$ cat src/rtl/mips16_pkg.sv
// -----------------------------------------------------------------------------
// mips16_pkg
// Shared definitions for the 16-bit MIPS-style execute stage:
//   - datapath / opcode widths and flag bit positions
//   - decoded opcode values
//   - shift/rotate mode selector used by mips16_shifter
//   - small helper for the zero flag
// -----------------------------------------------------------------------------
package mips16_pkg;

   localparam int DATA_W = 16;
   localparam int OP_W   = 6;

   // Bit positions inside flag_ex
   localparam int FLAG_C = 1;
   localparam int FLAG_Z = 0;

   // Arithmetic
   localparam logic [OP_W-1:0] OP_ADD = 6'b000000;
   localparam logic [OP_W-1:0] OP_SUB = 6'b000001;
   localparam logic [OP_W-1:0] OP_ADI = 6'b001000;
   localparam logic [OP_W-1:0] OP_SBI = 6'b001001;
   localparam logic [OP_W-1:0] OP_CMP = 6'b011000;
   // Logic
   localparam logic [OP_W-1:0] OP_AND = 6'b000100;
   localparam logic [OP_W-1:0] OP_OR  = 6'b000101;
   localparam logic [OP_W-1:0] OP_XOR = 6'b000110;
   localparam logic [OP_W-1:0] OP_NOT = 6'b000111;
   localparam logic [OP_W-1:0] OP_ANI = 6'b001100;
   localparam logic [OP_W-1:0] OP_ORI = 6'b001101;
   localparam logic [OP_W-1:0] OP_XRI = 6'b001110;
   localparam logic [OP_W-1:0] OP_NTI = 6'b001111;
   // Moves
   localparam logic [OP_W-1:0] OP_MOV = 6'b000010;
   localparam logic [OP_W-1:0] OP_MVI = 6'b001010;
   // Shifts / rotates
   localparam logic [OP_W-1:0] OP_SLA = 6'b011001;
   localparam logic [OP_W-1:0] OP_SRA = 6'b011010;
   localparam logic [OP_W-1:0] OP_SRL = 6'b011011;
   localparam logic [OP_W-1:0] OP_SLL = 6'b011100;
   localparam logic [OP_W-1:0] OP_ROL = 6'b011110;
   localparam logic [OP_W-1:0] OP_ROR = 6'b011111;
   // Memory / IO
   localparam logic [OP_W-1:0] OP_LD  = 6'b010100;
   localparam logic [OP_W-1:0] OP_ST  = 6'b010101;
   localparam logic [OP_W-1:0] OP_IN  = 6'b010110;
   localparam logic [OP_W-1:0] OP_OUT = 6'b010111;
   // Control (no effect on this stage)
   localparam logic [OP_W-1:0] OP_RET = 6'b010000;
   localparam logic [OP_W-1:0] OP_HLT = 6'b010001;

   typedef enum logic [2:0] {
      SH_LEFT = 3'd0,   // SLA and SLL share one implementation
      SH_SRA  = 3'd1,
      SH_SRL  = 3'd2,
      SH_ROL  = 3'd3,
      SH_ROR  = 3'd4
   } shift_mode_t;

   function automatic logic is_zero(input logic [DATA_W-1:0] v);
      return (v == '0);
   endfunction

endpackage

$ cat src/rtl/mips16_shifter.sv
// -----------------------------------------------------------------------------
// mips16_shifter
// Combinational shift/rotate unit.
// Ports:
//   a     in  16  value to shift
//   n     in  4   shift amount (0..15)
//   mode  in      shift_mode_t selector
//   res   out 16  shifted / rotated value
//   carry out 1   last bit shifted out (rotates: bit that wrapped); 0 when n=0
// -----------------------------------------------------------------------------
module mips16_shifter
   import mips16_pkg::*;
(
   input  logic [DATA_W-1:0] a,
   input  logic [3:0]        n,
   input  shift_mode_t       mode,
   output logic [DATA_W-1:0] res,
   output logic              carry
);

   // Shifts are done on a 17-bit word with one guard bit beyond the end the
   // data leaves from; after the shift the guard bit holds the last bit
   // shifted out, and is naturally 0 when n=0.
   logic [DATA_W:0]   left_ext;
   logic [DATA_W:0]   srl_ext;
   logic [DATA_W:0]   sra_ext;
   logic [DATA_W-1:0] rol_val;
   logic [DATA_W-1:0] ror_val;
   logic [4:0]        n_comp;

   always_comb begin
      n_comp   = 5'd16 - {1'b0, n};
      left_ext = {1'b0, a} << n;
      srl_ext  = {a, 1'b0} >> n;
      sra_ext  = $unsigned($signed({a, 1'b0}) >>> n);
      // n=0 makes n_comp=16, which shifts the wrap-around term fully out
      rol_val  = (a << n) | (a >> n_comp);
      ror_val  = (a >> n) | (a << n_comp);
   end

   always_comb begin
      res   = a;
      carry = 1'b0;
      case (mode)
         SH_LEFT: begin
            res   = left_ext[DATA_W-1:0];
            carry = left_ext[DATA_W];
         end
         SH_SRA: begin
            res   = sra_ext[DATA_W:1];
            carry = sra_ext[0];
         end
         SH_SRL: begin
            res   = srl_ext[DATA_W:1];
            carry = srl_ext[0];
         end
         SH_ROL: begin
            res   = rol_val;
            carry = (n != 4'd0) && rol_val[0];
         end
         SH_ROR: begin
            res   = ror_val;
            carry = (n != 4'd0) && ror_val[DATA_W-1];
         end
         default: begin
            res   = a;
            carry = 1'b0;
         end
      endcase
   end

endmodule

$ cat src/rtl/mips16_alu.sv
// -----------------------------------------------------------------------------
// mips16_alu
// Execute-stage ALU of the 16-bit pipelined MIPS-style core. One op per cycle,
// all outputs registered with a latency of one clock. Outputs an opcode does
// not touch keep their previous value.
// Ports:
//   clk       in  1   rising-edge clock
//   reset     in  1   synchronous active-high, clears every output
//   data_in   in  16  external input-port data (IN)
//   op_dec    in  6   decoded opcode
//   A         in  16  first source operand
//   B         in  16  second operand / immediate / shift amount / address
//   ans_ex    out 16  result, or memory address for LD/ST
//   DM_data   out 16  store data for data memory (ST)
//   data_out  out 16  output-port value (OUT)
//   flag_ex   out 2   [1] carry/borrow, [0] zero
// -----------------------------------------------------------------------------
module mips16_alu
   import mips16_pkg::*;
(
   input  logic              clk,
   input  logic              reset,
   input  logic [DATA_W-1:0] data_in,
   input  logic [OP_W-1:0]   op_dec,
   input  logic [DATA_W-1:0] A,
   input  logic [DATA_W-1:0] B,
   output logic [DATA_W-1:0] ans_ex,
   output logic [DATA_W-1:0] DM_data,
   output logic [DATA_W-1:0] data_out,
   output logic [1:0]        flag_ex
);

   logic [DATA_W-1:0] ans_reg,  ans_next;
   logic [DATA_W-1:0] dm_reg,   dm_next;
   logic [DATA_W-1:0] dout_reg, dout_next;
   logic [1:0]        flag_reg, flag_next;

   logic [DATA_W:0]   sum;
   logic [DATA_W:0]   diff;
   logic [DATA_W-1:0] logic_res;
   logic [DATA_W-1:0] sh_res;
   logic              sh_carry;
   shift_mode_t       sh_mode;

   // Shift mode decode; the shifter output is only used for shift opcodes.
   always_comb begin
      sh_mode = SH_LEFT;
      case (op_dec)
         OP_SRA:  sh_mode = SH_SRA;
         OP_SRL:  sh_mode = SH_SRL;
         OP_ROL:  sh_mode = SH_ROL;
         OP_ROR:  sh_mode = SH_ROR;
         default: sh_mode = SH_LEFT;
      endcase
   end

   mips16_shifter u_shifter (
      .a     (A),
      .n     (B[3:0]),
      .mode  (sh_mode),
      .res   (sh_res),
      .carry (sh_carry)
   );

   always_comb begin
      // 17-bit arithmetic: bit 16 is the carry of the sum and, for the
      // difference, the borrow (set exactly when A < B unsigned).
      sum       = {1'b0, A} + {1'b0, B};
      diff      = {1'b0, A} - {1'b0, B};
      logic_res = '0;

      ans_next  = ans_reg;
      dm_next   = dm_reg;
      dout_next = dout_reg;
      flag_next = flag_reg;

      case (op_dec)
         OP_ADD, OP_ADI: begin
            ans_next          = sum[DATA_W-1:0];
            flag_next[FLAG_C] = sum[DATA_W];
            flag_next[FLAG_Z] = is_zero(sum[DATA_W-1:0]);
         end
         OP_SUB, OP_SBI: begin
            ans_next          = diff[DATA_W-1:0];
            flag_next[FLAG_C] = diff[DATA_W];
            flag_next[FLAG_Z] = is_zero(diff[DATA_W-1:0]);
         end
         OP_CMP: begin
            flag_next[FLAG_C] = diff[DATA_W];
            flag_next[FLAG_Z] = is_zero(diff[DATA_W-1:0]);
         end
         OP_AND, OP_ANI, OP_OR, OP_ORI, OP_XOR, OP_XRI, OP_NOT, OP_NTI: begin
            // op_dec[1:0] picks the function identically for the register
            // and immediate forms
            case (op_dec[1:0])
               2'b00:   logic_res = A & B;
               2'b01:   logic_res = A | B;
               2'b10:   logic_res = A ^ B;
               default: logic_res = ~A;
            endcase
            ans_next          = logic_res;
            flag_next[FLAG_C] = 1'b0;
            flag_next[FLAG_Z] = is_zero(logic_res);
         end
         OP_MOV: ans_next = A;
         OP_MVI: ans_next = B;
         OP_SLA, OP_SLL, OP_SRA, OP_SRL, OP_ROL, OP_ROR: begin
            ans_next          = sh_res;
            flag_next[FLAG_C] = sh_carry;
            flag_next[FLAG_Z] = is_zero(sh_res);
         end
         OP_LD:  ans_next = B;
         OP_ST: begin
            ans_next = B;
            dm_next  = A;
         end
         OP_IN:  ans_next  = data_in;
         OP_OUT: dout_next = A;
         default: ; // RET, HLT and unused codes leave every output alone
      endcase
   end

   always_ff @(posedge clk) begin
      if (reset) begin
         ans_reg  <= '0;
         dm_reg   <= '0;
         dout_reg <= '0;
         flag_reg <= '0;
      end else begin
         ans_reg  <= ans_next;
         dm_reg   <= dm_next;
         dout_reg <= dout_next;
         flag_reg <= flag_next;
      end
   end

   assign ans_ex   = ans_reg;
   assign DM_data  = dm_reg;
   assign data_out = dout_reg;
   assign flag_ex  = flag_reg;

endmodule

$ cat config.mk
export PLATFORM = sky130hd
export DESIGN_NAME = mips16_alu
export DESIGN_NICKNAME = d
export VERILOG_FILES = /design/src/rtl/mips16_pkg.sv /design/src/rtl/mips16_shifter.sv /design/src/rtl/mips16_alu.sv
export SDC_FILE = /design/constraint.sdc
export NUM_CORES = 1
export LEC_CHECK = 0
export ABC_AREA = 1
export CAP_MARGIN = 20
export CORE_UTILIZATION = 50
export CTS_CLUSTER_SIZE = 16
export DETAILED_ROUTE_END_ITERATION = 6
export GPL_ROUTABILITY_DRIVEN = 0
export PLACE_DENSITY = 0.81
export REMOVE_ABC_BUFFERS = 1
export SETUP_SLACK_MARGIN = 0.5
export SYNTH_ARGS = -nofsm -noshare
export SYNTH_HDL_FRONTEND = slang
export SYNTH_SLANG_ARGS = --single-unit
$ cat constraint.sdc
create_clock -name clk -period 6.93 [get_ports clk]
set_clock_uncertainty 0.15 [all_clocks]
set_input_delay 1.386 -clock clk [delete_from_list [all_inputs] [get_ports clk]]
set_output_delay 1.386 -clock clk [all_outputs]
set_load 0.02 [all_outputs]
==> results of run 1 <==
-- power by group through the flow --
| stage | Combinational (mW) | Clock, mW | Sequential, mW |
|---|---|---|---|
| after CTS | 0.631 | 0.304 | 0.308 |
| after detailed placement | 0.628 | 0 | 0.315 |
| after global routing | 0.713 | 0.317 | 0.310 |
| after global placement | 0.623 | 0 | 0.315 |
| after floorplan | 0.383 | 0 | 0.329 |
| final | 0.667 | 0.310 | 0.309 |
-- cell type report --
cell class / count / area [um2]
multi-input combinational: 1222 / 6364
sequential: 50 / 1001
clock inverter: 2 / 38.79
timing repair buffer: 115 / 1126
clock buffer: 6 / 138.9
fill: 1623 / 6578
inverter: 127 / 484.2
tap: 216 / 270.3
-- how the worst max path moves through the flow --
stage          slack [ns]  startpoint  depth (start not counted)    endpoint
2_1_floorplan        2.40        B[1]                         17  flag_ex[0]
3_3_place_gp         1.90        B[1]                         13   ans_ex[7]
3_5_place_dp         1.84        B[0]                         19  flag_ex[0]
4_1_cts              2.16        B[0]                         19  flag_ex[0]
5_1_grt              1.70        B[0]                         18  flag_ex[0]
6_report             2.00        B[0]                         19  flag_ex[0]
-- worst max-delay path, stage by stage --
cell	delay (ns)
clkdlybuf4s50_1	0.45
buf_4	0.27
inv_4	0.18
ha_1	0.34
clkinv_1	0.76
nand3_1	0.33
nand2_1	0.10
o21ai_0	0.29
nand2_1	0.11
nand2_1	0.07
nor2_1	0.04
nand3_1	0.14
nor2_1	0.06
nand2_1	0.07
nor2_1	0.04
nand3_1	0.10
nand3_1	0.09
nor2_1	0.09
nor2_1	0.05
-- cell usage in the layout (no fill, tap or decap), types with 6 or more instances in the layout --
cell type and n:
nor3_1 12, nand2_4 6, inv_1 107, buf_4 10
nand4_1 10, o21ai_0 57, clkdlybuf4s50_1 105, inv_2 16
nor2_1 106, o2111ai_1 11, nor4_1 7, o21ai_1 20
xor2_1 15, dfxtp_1 50, nand2_2 14, nand2_1 425
nand3_1 293, ha_1 50, o211ai_1 15, a21oi_1 97
o22ai_1 19
-- registers in the layout, indices dropped and copies added, names as in the netlist --
name      cells
DM_data      16
ans_ex       16
data_out     16
flag_ex       2
-- metal layers --
layer  GRT usage (%)  share of wire [%]  vias to the layer above
li1                -                  -                     5075
met3           14.88                 17                      166
met5               0                  0                        -
met1           54.67                 38                     4997
met4           14.60                4.6                        0
met2           58.10                 40                     1035
-- stage by stage --
stage | hold WS [ns] | power (mW) | area, um2
floorplan | 0.3844 | 0.7123 | 7849
global placement | 0.2988 | 0.9375 | 9245
detailed placement | 0.3052 | 0.9425 | 9245
CTS | 0.3166 | 1.243 | 9423
global route | 0.3365 | 1.340 | 9423
finish | 0.3151 | 1.286 | 9423
-- logic make-up (layout without fill, tap and decap cells) --
group | Yosys count | count (layout)
simple gates | 904 | 904
compound gates | 251 | 251
buf+inv | 201 | 250
fa+ha+maj | 52 | 52
flops | 50 | 50
xor+xnor | 15 | 15
==> results_dict.tcl, run 1 <==
set metrics [dict create \
    post-route-period-util_pct 71.14 \
    drt.antenna.violating_nets 0 \
    grt_antenna_before_repair 0 \
    violations "DRC" \
    p_per_area_nw_per_um2 136.5 \
    cts_tree "yes" \
    switchingPower_mw 0.5942 \
    switching_share_pct 46.20 \
    diodes 0 \
    die_height_um 130.4 \
    yosysSeqAreaShare_pct 12.15 \
    synth_xor_area_share_pct 1.595 \
    clkPwrFrac_pct 24.1 \
    core-area_um2 16000 \
    grtUsageTotal_pct 40.39 \
    yosysMostFrequentCell "nand2_1" \
    utilization_pct 58.89 \
    synthSimpleGateAreaFrac_pct 49.87 \
    synth_compound_area_share_pct 17.69 \
    nets 1629 \
    clkLatencyLatePin_ns 0.31 \
    r2r_cells 4 \
    grt_pass1_vias 9720 \
    p_int_mw 0.6920 \
    timing.rr.start "ans_ex[6]" \
    drt_pass1_iterations 7 \
    hpwl_um 25400 \
    yosys_warnings 0 \
    report.final.slew_viol_count 0 \
    rsz0062_at_grt "no" \
    cts_resized 0 \
    worst_pin_slew_ns 0.9753 \
    period_needed_ns 4.930 \
    drc 11 \
    synthTopCellsByArea "nand2_1, nand3_1, dfxtp_1" \
    io_buffers 105 \
    fmax_mhz 202.8 \
    die_x_um 130.4 \
    vias 11270 \
    finalSetupViolCount 0 \
    start_util_pct 51.49 \
    pre_cts_slack_ns 1.842 \
    core.rowCount 46 \
    synth_area_per_cell_um2 5.593 \
    fin_tns_setup_ns 0 \
    synthFlopType "dfxtp_1" \
    hold_path.startpoint "data_out[14]" \
    postCtsSetupBuffers 0 \
    synth_top_area_share_pct 19.36 \
    cap_violations 0 \
    synth-adder-area-share_pct 8.079 \
    grt_start_max_net_pins 46 \
    hold_path_class "reg2reg" \
    grt_pass1_wl_um 53070 \
    stdcell_count 1738 \
    numCtsBuffers 5 \
    leakagePower_nw 4.425 \
    r2r_setup_slack_ns 5.83 \
    drtIter0Drc 2191 \
    drt_wl_total_um 34070 \
    slew_headroom_pct 34.57 \
    wl_per_cell_um 19.60 \
    area_growth_syn_to_layout_pct 14.37 \
    io_pins 106 \
    fin_ws_ns 2.000 \
    timing.rr.end "ans_ex[6]" \
    synthCells 1473 \
    crit_arrival_ns 4.98 \
    muxShareOfSynthArea_pct 0 \
    timing.critical_path.required_ns 6.98 \
    drive_gt1_share_pct 5.585 \
    cts.sinks 50 \
    vias_per_cell 6.486 \
    crit_fanout 36 \
    peakVddDrop_mv 0.1006 \
    synth_area_leader_cell "nand2_1" \
    worstSetupPathType "in2reg" \
    synth_cell_type_count 56 \
    clkTransAtPathRegs_ns 0.07 \
    overflow 0 \
    dieArea_um2 17000 \
    power_frac_comb_pct 51.9 \
    synth_edf_count 0 \
    hold_buffers 0 \
    syn_area_um2 8239 \
    synth_commonest_cells "nand2_1, nand3_1, inv_1, nor2_1, a21oi_1" \
    end_kind "flip-flop" \
    hold_violations 0 \
    synth_top_family_by_area "simple AND/OR/NAND/NOR gates" \
    h-tree-depth 2 \
    status "finished, violations left" \
    cp-start-kind "primary input" \
    hold_end "data_out[14]" \
    p_seq_share_pct 24.0 \
    whs_path_depth 2 \
    synth-seq-cells 50 \
    clockBufferDepth 2 \
    ys_async_sr_fraction_pct 0 \
    dp_cells 1730 \
    cts_root_buf "clkbuf_16" \
]
(Power assumes the default switching activity.)
==> run 2, diff against run 1 <==
clock period = 4.7 ns   (was 6.93 ns; I/O delays follow)
==> results_dict.tcl, run 2 (synthesis results as in run 1) <==
set metrics [dict create \
    timing.hold.ws_ns 0.3166 \
    p_seq_share_pct 23.6 \
    period_needed_ns 4.153 \
    clkPwrFrac_pct 23.3 \
    grtUsageTotal_pct 41.27 \
    core-area_um2 16000 \
    cts_tree "yes" \
    wl_per_cell_um 19.93 \
    final_common_cell "nand2_1" \
    status "finished, violations left" \
    io_pins 106 \
    grt_pass1_wl_um 53690 \
    vias 11370 \
    cts.sinks 50 \
    utilization_pct 60.07 \
    p_int_mw 1.022 \
    layout_common_cells "nand2_1, nand3_1, inv_1, nor2_1, clkdlybuf4s50_1" \
    numCtsBuffers 5 \
    report.final.slew_viol_count 0 \
    post-route-period-util_pct 88.36 \
    power_frac_comb_pct 53.1 \
    cp-start-kind "primary input" \
    drt_pass1_iterations 7 \
    finalSetupViolCount 0 \
    p_per_area_nw_per_um2 199.5 \
    cap_violations 0 \
    crit_fanout 22 \
    dp_cells 1755 \
    fin_ws_ns 0.5472 \
    grt_start_max_net_pins 42 \
    switching_share_pct 46.70 \
    crit_arrival_ns 4.16 \
    area_growth_syn_to_layout_pct 16.66 \
    clkLatencyLatePin_ns 0.31 \
    hold_path_class "reg2reg" \
    postCtsSetupBuffers 0 \
    vias_per_cell 6.452 \
    grt_antenna_before_repair 0 \
    violations "DRC" \
    hpwl_um 26530 \
    drtIter0Drc 2404 \
    end_kind "flip-flop" \
    timing.critical_path.required_ns 4.71 \
    pre_cts_slack_ns 0.3156 \
    clockBufferDepth 2 \
    io_buffers 105 \
    hold_violations 0 \
    switchingPower_mw 0.8953 \
    core.rowCount 46 \
    stdcell_count 1763 \
    die_height_um 130.4 \
    start_util_pct 51.49 \
    h-tree-depth 2 \
    die_x_um 130.4 \
    drt_wl_total_um 35130 \
    overflow 0 \
    drt.antenna.violating_nets 0 \
    fin_tns_setup_ns 0 \
    drive_gt1_share_pct 7.175 \
    leakagePower_nw 4.537 \
    peakVddDrop_mv 0.1763 \
    drc 123 \
    fmax_mhz 240.8 \
    dieArea_um2 17000 \
    rsz0062_at_grt "no" \
    slew_headroom_pct 45.35 \
    diodes 0 \
    worstSetupPathType "in2reg" \
    worst_pin_slew_ns 0.8167 \
    clkTransAtPathRegs_ns 0.08 \
    cts_root_buf "clkbuf_16" \
    nets 1654 \
    grt_pass1_vias 9969 \
]
run 2: layer usage:
layer	vias to the layer above	wire, um	track usage (%)
met2	999	13370	56.35
met4	0	2705	26.44
met3	224	5933	15.83
met1	5022	13130	53.64
met5	-	0	0
li1	5129	-	-
run 2: area by class of cell:
cell class	instances	area, um2
Clock buffer	5	125.1
Clock inverter	3	47.55
Fill cell	1616	6389
Inverter	127	490.5
Multi-Input combinational cell	1222	6364
Sequential cell	50	1001
Tap cell	216	270.3
Timing Repair Buffer	140	1314
run 2: what timing repair did:
action	in CTS	in global routing
hold buffers	0	0
setup endpoints to repair	0	4
gates resized for setup	0	3
run 2: through the flow:
step                      area (um2)  power, mW
after floorplan                 7849      1.050
after global placement          9433      1.407
after detailed placement        9433      1.416
after CTS                       9605      1.853
after global routing            9612      1.995
final                           9612      1.917
run 2: worst paths after layout:
| check | cells after the start | endpoint | slack (ns) | start |
|---|---|---|---|---|
| max reg2reg | 4 | ans_ex[6] | 3.69 | ans_ex[6] |
| min | 2 | DM_data[11] | 0.32 | DM_data[11] |
| max | 13 | ans_ex[12] | 0.55 | op_dec[0] |
| min reg2reg | 2 | DM_data[11] | 0.32 | DM_data[11] |
run 2: power groups by stage:
stage               Clock (mW)  Sequential, mW  Combinational, mW
finish                   0.446           0.453               1.02
global route             0.459           0.455               1.08
detailed placement           0           0.463              0.953
CTS                      0.440           0.453              0.960
global placement             0           0.462              0.945
floorplan                    0           0.485              0.565
run 2: worst max-delay path, cell delays in order:
cell             delay (ns)
clkdlybuf4s50_1        0.62
inv_4                  0.36
nand2_4                0.18
nor2_4                 0.23
nand2_1                0.09
nand2_2                0.21
inv_1                  0.29
nand3_4                0.32
inv_2                  0.16
nor4_1                 0.35
o211ai_1               0.25
nand2_1                0.11
a21oi_1                0.04
